==> src/rtl/prio_pick.sv <==
// Combinational circular priority search: scans start, start-1, ..., 0, N-1, ...
// and reports the first set request bit.
module prio_pick #(
   parameter int N = 8,
   parameter int W = $clog2(N)
) (
   input  logic [N-1:0] req,
   input  logic [W-1:0] start,
   output logic [W-1:0] idx,
   output logic         found
);

   always_comb begin
      int p;
      idx   = '0;
      found = 1'b0;
      p     = 0;
      for (int k = 0; k < N; k++) begin
         // wrap at N-1 rather than 2^W-1 so non-power-of-two N never yields idx >= N
         p = int'(start) - k;
         if (p < 0) p = p + N;
         if (!found && req[p]) begin
            found = 1'b1;
            idx   = W'(p);
         end
      end
   end

endmodule

==> src/rtl/prio_encoder_rr.sv <==
// Registered N-to-log2(N) request encoder, fixed-priority or round-robin,
// with a single-entry valid/ready output stage.
module prio_encoder_rr #(
   parameter int  N       = 8,
   parameter int  RR_MODE = 0,
   localparam int W       = $clog2(N)
) (
   input  logic         clk,
   input  logic         rst_n,
   input  logic         en,
   input  logic [N-1:0] req,
   input  logic         out_ready,
   output logic         out_valid,
   output logic [W-1:0] out_idx,
   output logic [N-1:0] out_onehot,
   output logic         out_multi
);

   logic [W-1:0] ptr_q, ptr_d;
   logic         valid_q, valid_d;
   logic [W-1:0] idx_q, idx_d;
   logic [N-1:0] onehot_q, onehot_d;
   logic         multi_q, multi_d;

   logic [W-1:0] start;
   logic [W-1:0] pick_idx;
   logic         pick_found;
   logic         slot_free;
   logic         load;

   assign start = (RR_MODE != 0) ? ptr_q : W'(N - 1);

   prio_pick #(.N(N), .W(W)) u_pick (
      .req   (req),
      .start (start),
      .idx   (pick_idx),
      .found (pick_found)
   );

   assign slot_free = !valid_q || out_ready;
   assign load      = en && pick_found && slot_free;

   always_comb begin
      ptr_d    = ptr_q;
      valid_d  = valid_q;
      idx_d    = idx_q;
      onehot_d = onehot_q;
      multi_d  = multi_q;
      if (load) begin
         valid_d  = 1'b1;
         idx_d    = pick_idx;
         onehot_d = N'(1) << pick_idx;
         multi_d  = |(req & (req - 1'b1));
         // last winner drops to lowest priority
         if (RR_MODE != 0)
            ptr_d = (pick_idx == '0) ? W'(N - 1) : pick_idx - 1'b1;
      end else if (slot_free) begin
         valid_d  = 1'b0;
         idx_d    = '0;
         onehot_d = '0;
         multi_d  = 1'b0;
      end
   end

   always_ff @(posedge clk) begin
      if (!rst_n) begin
         ptr_q    <= W'(N - 1);
         valid_q  <= 1'b0;
         idx_q    <= '0;
         onehot_q <= '0;
         multi_q  <= 1'b0;
      end else begin
         ptr_q    <= ptr_d;
         valid_q  <= valid_d;
         idx_q    <= idx_d;
         onehot_q <= onehot_d;
         multi_q  <= multi_d;
      end
   end

   assign out_valid  = valid_q;
   assign out_idx    = idx_q;
   assign out_onehot = onehot_q;
   assign out_multi  = multi_q;

endmodule

==> config.mk <==
export PLATFORM = sky130hd
export DESIGN_NAME = prio_encoder_rr
export DESIGN_NICKNAME = d
export VERILOG_FILES = /design/src/rtl/prio_pick.sv /design/src/rtl/prio_encoder_rr.sv
export SDC_FILE = /design/constraint.sdc
export NUM_CORES = 1
export LEC_CHECK = 0
export CORE_UTILIZATION = 31
export CTS_CLUSTER_DIAMETER = 100
export CTS_CLUSTER_SIZE = 12
export DETAILED_ROUTE_END_ITERATION = 8
export PLACE_DENSITY = 0.52
export SLEW_MARGIN = 0
export SYNTH_ARGS = -nofsm -noshare
export SYNTH_HDL_FRONTEND = slang
export SYNTH_HIERARCHICAL = 1
export SYNTH_SLANG_ARGS = --single-unit
export TNS_END_PERCENT = 20
==> constraint.sdc <==
create_clock -name clk -period 7.34 [get_ports clk]
set_input_delay 1.468 -clock clk [delete_from_list [all_inputs] [get_ports clk]]
set_output_delay 1.468 -clock clk [all_outputs]
set_load 0.03 [all_outputs]
* Yosys cells after proc, flatten, opt, wreduce, memory -nomap -nowiden
Index checks and enable logic that the tools add are counted.
** Storage, ports and cells
- Register bits :: 13
- Output and inout bits :: 13
- Word-level logic and storage cells :: 50
- Input bits :: 12
** Cells by class
- Bitwise operators :: 1
- Multiplexer cells :: 23
- Shift operators :: 1
- Add/sub/neg operators :: 1
- Reduce and logical (&&, ||, !) cells :: 20
** Operator list (number)
- 3-bit 2-to-1 mux :: 10
- 8-bit 2-to-1 mux :: 2
- 1-bit 2-to-1 mux :: 11
- 1-bit logical AND :: 9
- 8-bit bitwise AND :: 1
- 1-bit zero test :: 8
- 8-bit OR reduction :: 1
- 1-bit by 3-bit << shifter with 8-bit output, first input constant :: 1
- 8-bit by 1-bit subtractor with 8-bit output, second input constant :: 1
- 2-bit nonzero test :: 1
- 1-bit logical OR :: 1

* Longest topological paths before layout
Gate-level depths: netlist (run 1).
- Depth after elaboration :: 25
- Mapped depth :: 16
- Mapped depth without buffers :: 12

* Hierarchy
Netlist (run 1), hierarchy kept.
** By module, submodules not included
- prio_pick :: cells an instance 115, instances 1, area each 1088.5 um^2, seq. area each 0.0 um^2
- prio_encoder_rr :: cells an instance 62, instances 1, area each 548.0 um^2, seq. area each 260.2 um^2

* Least setup slack after synthesis (run 1)
No wires, ideal clock.
- Path type :: input to register
- From :: in req[5]
- To :: reg onehot_q[4] (netlist: out_onehot[4])
- Setup time :: 0.128 ns
- Path slack :: 3.621 ns
- Data required time :: 7.212 ns
- Arrival :: 3.591 ns
- Stages :: 9
- Buffers on the path :: 0
- Cell sequence :: mux4_2 mux2_4 a2111oi_4 o22ai_1 o2111a_1 o31ai_1 nor2_1 a32oi_1 nor2_1
** Between the ends
- Elaborated cells between the ends (all ways) :: 28
- Classes of those cells :: 1 x shift; 13 x mux; 14 x reduce/logical
** RTL lines
- start: declaration :: RTL line prio_encoder_rr.sv:11 : input logic [N-1:0] req,
- 1-bit logical AND (*) :: RTL line prio_pick.sv:22 : if (!found && req[p]) begin
- 1-bit 2-to-1 mux :: RTL line prio_pick.sv:22
- 1-bit zero test :: RTL line prio_pick.sv:22
- 1-bit logical AND :: RTL line prio_pick.sv:22
- 1-bit 2-to-1 mux :: RTL line prio_pick.sv:22
- 1-bit zero test :: RTL line prio_pick.sv:22
- 1-bit logical AND :: RTL line prio_pick.sv:22
- 1-bit 2-to-1 mux :: RTL line prio_pick.sv:22
- [... 4 more ...]
- 1-bit logical AND :: RTL line prio_pick.sv:22
- 1-bit 2-to-1 mux :: RTL line prio_pick.sv:22
- 1-bit zero test :: RTL line prio_pick.sv:22
- 1-bit logical AND :: RTL line prio_pick.sv:22
- 3-bit 2-to-1 mux (*) :: RTL line prio_pick.sv:22
- via pick_idx[1] :: RTL line prio_encoder_rr.sv:26 : logic [W-1:0] pick_idx;
- 1-bit by 3-bit << shifter with 8-bit output (*) :: RTL line prio_encoder_rr.sv:52 : onehot_d = N'(1) << pick_idx;
- 8-bit 2-to-1 mux (*) :: RTL line prio_encoder_rr.sv:49 : if (load) begin
- end signal: assignment :: RTL line prio_encoder_rr.sv:76 : onehot_q <= onehot_d;
- end: declaration :: RTL line prio_encoder_rr.sv:22 : logic [N-1:0] onehot_q, onehot_d;
The timed path passes the listed nets; every way through them passes the cells marked *.
A chain may end at the register's enable or synchronous reset.

* Final worst setup path (run 1)
- From :: in req[5]
- To :: reg onehot_q[3] (netlist: out_onehot[3])
Same word-level chain as after synthesis.

==> run_results.csv, run 1 <==
group,metric,value,unit
run_status,status,"finished, final reports clean",
placement,port_buffers,24,
worst_setup_path,critPathMaxStageDelay,0.58,ns
cells_and_area,num_antenna_cells,0,
placement,post-dp-hpwl,3.16,mm
power,switching_share,38.5,%
die,core,5110,sq um
die,row_count,26,
synth,synthArstFlopShare,0,%
placement,placed_cell_area,1900,sq um
drt,num_vias,1547,
sta,finalWorstSetupSlack,2.75,ns
clock_network,cts_buffers,3,
worst_setup_path,crit_family,"compound AO/OA/AOI/OAI gates",
synth,yosys_register_bits,13,
power,peakVddDrop,0.0000922,V
global_route,grt_overflow,0,
drt,ant_nets,0,
worst_setup_path,end_kind,"flip-flop",
drt,drcViolationCount,0,
clock_network,cts_buffer_depth,2,
global_route,track_usage,16.0,%
synth,synth_area_per_cell,9.25,sq um
die,pin_count,25,
sta,hold_viol_final,0,
cells_and_area,nets,212,
die,chipWidth,74.7,microns
clock_network,post_cts_buffers,0,
cells_and_area,design_area,1950,sq um
run,cap_viol_max_count,0,
sta,setup_tns,0,ns
worst_setup_path,slowest_stage,"clkdlybuf4s50_1",
hold_path,hold_path.class,"flip-flop to flip-flop",
drt,routedWlPerCell,15.9,microns
power,power_density,145,nW/um^2
synth,ys_warn_count,6,
die,die_h,74.7,microns
sta,finalClockSkew,0.00486,ns
sta,max_slew_margin,34.7,%
power,pwr-share-comb,50.3,%
global_route,grt_pass1_vias,1486,
clock_network,hold_buffers,0,
sta,fmax,0.218,GHz
placement,routabilityCongestion,0.834,
global_route,grt_max_degree,17,
placement,dpl_worst_slack,2.52,ns
clock_network,h-tree-depth,1,
drt,wl,4.25,mm
cells_and_area,area_growth,19.0,%
sta,rsz0062_at_grt,"false",
cells_and_area,layout-drive-gt1-share,14.7,%
global_route,antenna_found_initial,0,
power,p_seq_share,27.3,%
synth,ys_seq_area_share,15.9,%
drt,vias_per_cell,5.79,
clock_network,ctsResizeCount,0,
sta,period_needed,4.59,ns
power,p_switching,0.108,mW
power,p_leak,0.695,nW
clock_network,cts_tree,"done",
worst_setup_path,worst-endpoint-arrival,4.71,ns
placement,place_inst,263,
synth,yosysTopAreaCell,"mux4_2",
worst_setup_path,crit_required,7.45,ns
worst_setup_path,crit_type,"primary input to flip-flop",
power,pwr-share-clk,22.4,%
clock_network,cts_sinks,13,
sta,worst_pin_slew,0.977,ns
clock_network,cts.clk_slew.worst_paths,0.06,ns
sta,period_share,62.6,%
synth,ys_types,61,
drt,first_iter_violations,80,
worst_setup_path,path_cells,"clkdlybuf4s50_1, mux4_2, mux2_4, a2111oi_4, or2_1, o211ai_1, a2bb2oi_1, nor3_1, a32oi_1, nor2_1",
synth,synth_common_cells,"nor2_1, dfxtp_1, mux4_2",
synth,yosysMostFrequentCell,"nor2_1",
synth,synth_edf_count,0,
sta,setup_violations,0,
clock_network,clk_latency,0.24,ns
cells_and_area,final_cells,267,
clock_network,clock_tree.root_cell,"clkbuf_8",
synth,ys.flop_type,"dfxtp_1",
die,die_area,5570,sq um
synth,syn_inst,177,
worst_setup_path,cp_num_buf_inv,1,
drt,drt_pass1_iterations,4,
synth,yosys-top-cells-area,"mux4_2, dfxtp_1, mux2i_1",
worst_setup_path,cp_max_fo,11,
worst_setup_path,r2r_slack,5.36,ns
synth,synth_area,1640,sq um
global_route,grt_pass1_wl,7.11,mm
power,p_int,0.174,mW
die,start_util,32.0,%
sta,maxSlewViolCount,0,
worst_setup_path,cp-start-kind,"primary input",
synth,synth_top_area_share,17.9,%
[cells by family (layout without fill, tap and decap cells)]
kind of cell    count (synthesis)  in the layout  share of synthesized area, %
mux                            30             30                          29.7
fa+ha+maj                       2              2                          1.53
simple gates                   51             51                          16.1
other cells                     1              5                         0.229
flops                          13             13                          15.9
xor+xnor                        2              2                          1.07
compound gates                 58             58                          28.9
buf+inv                        20             36                          6.57
[worst min-delay path, cell delays in order, from the launching register on]
cell     delay, ns
dfxtp_1       0.31
nand2_1       0.05
a21oi_1       0.06
[placed cells by master (no fill, tap or decap), drive strengths merged, types with 3 or more instances in the layout]
master         count
dfxtp             13
or3                4
inv                7
nor2              17
nand2             10
o21ai              3
a2111oi            3
clkbuf             4
mux2i             12
or2                3
mux4              13
a22oi              7
and2               3
o22ai              4
a32oi              5
clkdlybuf4s50     24
mux2               5
nor2b              5
a21oi              9
conb               5
o211ai             5
[state kept, by name (all words and copies together), names as in the netlist]
name and cells:
out_onehot 8, out_idx 3, out_multi 1, out_valid 1
[power groups by stage]
stage	Combinational, mW	Clock [mW]	Sequential (mW)
after global placement	0.137	0	0.0787
after detailed placement	0.136	0	0.0785
after floorplan	0.0965	0	0.0867
after global routing	0.154	0.0673	0.0775
after CTS	0.136	0.0646	0.0771
final	0.142	0.0631	0.0771
[through the flow]
| stage | total power, mW | hold slack, ns | util (%) |
|---|---|---|---|
| after global placement | 0.215 | 0.451 | 37.2 |
| after global routing | 0.299 | 0.493 | 38.1 |
| after floorplan | 0.183 | 0.584 | - |
| after CTS | 0.278 | 0.466 | 38.1 |
| after detailed placement | 0.214 | 0.453 | 37.2 |
| final | 0.282 | 0.465 | 38.1 |
[worst paths after layout]
path	from	end	depth (start not counted)
worst min register to register	out_onehot[7]	out_onehot[7]	2
worst min-delay path	out_onehot[7]	out_onehot[7]	2
worst max-delay path	req[5]	out_onehot[3]	10
worst max register to register	out_valid	out_multi	4
[final cells by class]
| class | count | area [sq um] |
|---|---|---|
| fill | 537 | 3160 |
| tap | 70 | 87.6 |
| sequential | 13 | 260 |
| multi-input combinational | 148 | 1280 |
| timing repair buffer | 24 | 240 |
| clock buffer | 4 | 45.0 |
| inverter | 8 | 30.0 |
[per-layer routing]
layer  track usage [%]  up-vias  part of all wire (%)
met5                 0        -                     0
met4              3.56        0                  0.45
met3              1.87        4                   4.1
met2              25.6       39                    48
met1              23.3      763                    48
li1                  -      741                     -
Power figures use the tool's default switching activity.
==> run 2, diff against run 1 <==
--- a/config.mk
+++ b/config.mk
@@ -9,7 +9,7 @@
 export CTS_CLUSTER_DIAMETER = 100
 export CTS_CLUSTER_SIZE = 12
 export DETAILED_ROUTE_END_ITERATION = 8
-export PLACE_DENSITY = 0.52
+export PLACE_DENSITY = 0.54
 export SLEW_MARGIN = 0
 export SYNTH_ARGS = -nofsm -noshare
 export SYNTH_HDL_FRONTEND = slang
==> constraint.sdc (replaced) <==
create_clock -name clk -period 4.2 [get_ports clk]
set_input_delay 0.84 -clock clk [delete_from_list [all_inputs] [get_ports clk]]
set_output_delay 0.84 -clock clk [all_outputs]
set_load 0.03 [all_outputs]
==> run 2 against run 1 <==
Effect of this change:
- worst setup slack lost 2.0 ns
- flip-flop and latch count is the same
- global-route usage shrank 0.055 points
- hold slack lost 0.0017 ns
- first-iteration DRC count grew 3.8%
- final cell count grew 4.5%
- non-clock buffer count grew 12
- combinational power grew 83%
- clock-buffer cell count is the same
- sequential power grew 75%
- critical path type unchanged
- critical endpoint is now out_onehot[6]
- largest cell class unchanged
==> run_results.csv, run 2 (synthesis gave the netlist of run 1 again) <==
group,metric,value,unit
sta,max_slew_margin,58.4,%
power,power,0.505,mW
sta,period_share,83.1,%
worst_setup_path,crit_type,"primary input to flip-flop",
global_route,grt_overflow,0,
clock_network,cts.clk_slew.worst_paths,0.05,ns
cells_and_area,largest_reg_flops,8,
drt,drt_pass1_iterations,4,
drt,wl,4.22,mm
drt,ant_nets,0,
sta,rsz0062_at_grt,"false",
die,die_area,5570,sq um
run,cap_viol_max_count,0,
clock_network,hold_buffers,0,
clock_network,clk_latency,0.24,ns
worst_setup_path,cp_max_fo,6,
drt,vias_per_cell,5.68,
clock_network,cts_buffers,3,
worst_setup_path,path_depth,10,
placement,port_buffers,24,
drt,first_iter_violations,83,
clock_network,ctsResizeCount,0,
worst_setup_path,crit_family,"compound AO/OA/AOI/OAI gates",
worst_setup_path,path_cells,"clkdlybuf4s50_1, mux4_2, mux2_4, a2111oi_4, or2_1, nand2_2, o32ai_2, nor2b_1, a32oi_1, nor2_1",
global_route,track_usage,16.0,%
placement,post-dp-hpwl,3.28,mm
sta,hold_slack,0.463,ns
die,chipWidth,74.7,microns
global_route,antenna_found_initial,0,
placement,routabilityCongestion,0.872,
run_status,status,"finished, final reports clean",
sta,fmax,0.286,GHz
cells_and_area,layout_commonest_cell,"clkdlybuf4s50_1",
global_route,grt_pass1_vias,1431,
cells_and_area,num_antenna_cells,0,
placement,place_inst,275,
placement,placed_cell_area,1990,sq um
worst_setup_path,crit_required,4.32,ns
global_route,grt_max_degree,17,
sta,finalClockSkew,0.00112,ns
worst_setup_path,slowest_stage,"mux4_2",
clock_network,post_cts_buffers,0,
global_route,grt_pass1_wl,7.03,mm
clock_network,cts_tree,"done",
drt,num_vias,1584,
sta,maxSlewViolCount,0,
die,row_count,26,
worst_setup_path,cp_num_buf_inv,1,
sta,period_needed,3.49,ns
die,core,5110,sq um
die,start_util,32.0,%
sta,hold_viol_final,0,
cells_and_area,design_area,2040,sq um
worst_setup_path,rr_worst_depth,5,
worst_setup_path,critPathMaxStageDelay,0.47,ns
power,peakVddDrop,0.000189,V
worst_setup_path,worst-endpoint-arrival,3.61,ns
power,power_density,248,nW/um^2
clock_network,cts_sinks,13,
clock_network,cts_buffer_depth,2,
drt,drcViolationCount,0,
power,p_leak,0.753,nW
cells_and_area,layout-drive-gt1-share,19.6,%
worst_setup_path,cp-start-kind,"primary input",
sta,finalWorstSetupSlack,0.709,ns
sta,setup_tns,0,ns
worst_setup_path,end_kind,"flip-flop",
cells_and_area,area_growth,24.5,%
cells_and_area,nets,224,
sta,worst_pin_slew,0.622,ns
die,die_h,74.7,microns
hold_path,hold_depth,2,
cells_and_area,layout_common_cells,"clkdlybuf4s50_1, nor2_1, dfxtp_1, mux4_2, buf_4",
clock_network,h-tree-depth,1,
cells_and_area,final_cells,279,
placement,dpl_worst_slack,0.476,ns
die,pin_count,25,
sta,setup_violations,0,
cells_and_area,fin_util,39.9,%
hold_path,hold_path.class,"flip-flop to flip-flop",
clock_network,clock_tree.root_cell,"clkbuf_8",
drt,routedWlPerCell,15.1,microns
## run 2: area by class of cell
type | instances | area, sq um
clock buffer | 4 | 45.0
fill | 518 | 3070
tap | 70 | 87.6
sequential | 13 | 260
inverter | 8 | 30.0
timing repair buffer | 36 | 330
multi-input combinational | 148 | 1280
## run 2: routing by layer
layer,GRT usage [%],part of all wire [%],vias to the layer above
met5,0,0,-
met4,3.14,0.36,0
met3,2.14,2.5,2
met2,24.3,47,22
met1,24.1,50,792
li1,-,-,768
## run 2: final timing paths
path,startpoint,endpoint,slack (ns)
setup / recovery,req[5],out_onehot[6],0.71
hold / removal,out_onehot[7],out_onehot[7],0.46
setup reg to reg,out_valid,out_multi,2.68
hold reg to reg,out_onehot[7],out_onehot[7],0.46
## run 2: tightest hold or removal path, delay by kind of cell, from the launching register on
| kind | cells | cell delay, ns |
|---|---|---|
| AOI/OAI and AO/OA | 1 | 0.06 |
| DFF | 1 | 0.31 |
| and+or+nand+nor | 1 | 0.05 |
## run 2: power by group
group	total (mW)	internal, mW	leakage, nW	switching, mW
Combinational	0.260	0.118	0.624	0.142
Clock	0.110	0.0669	0.0228	0.0427
Sequential	0.135	0.131	0.106	0.00371
Total	0.505	0.316	0.753	0.189
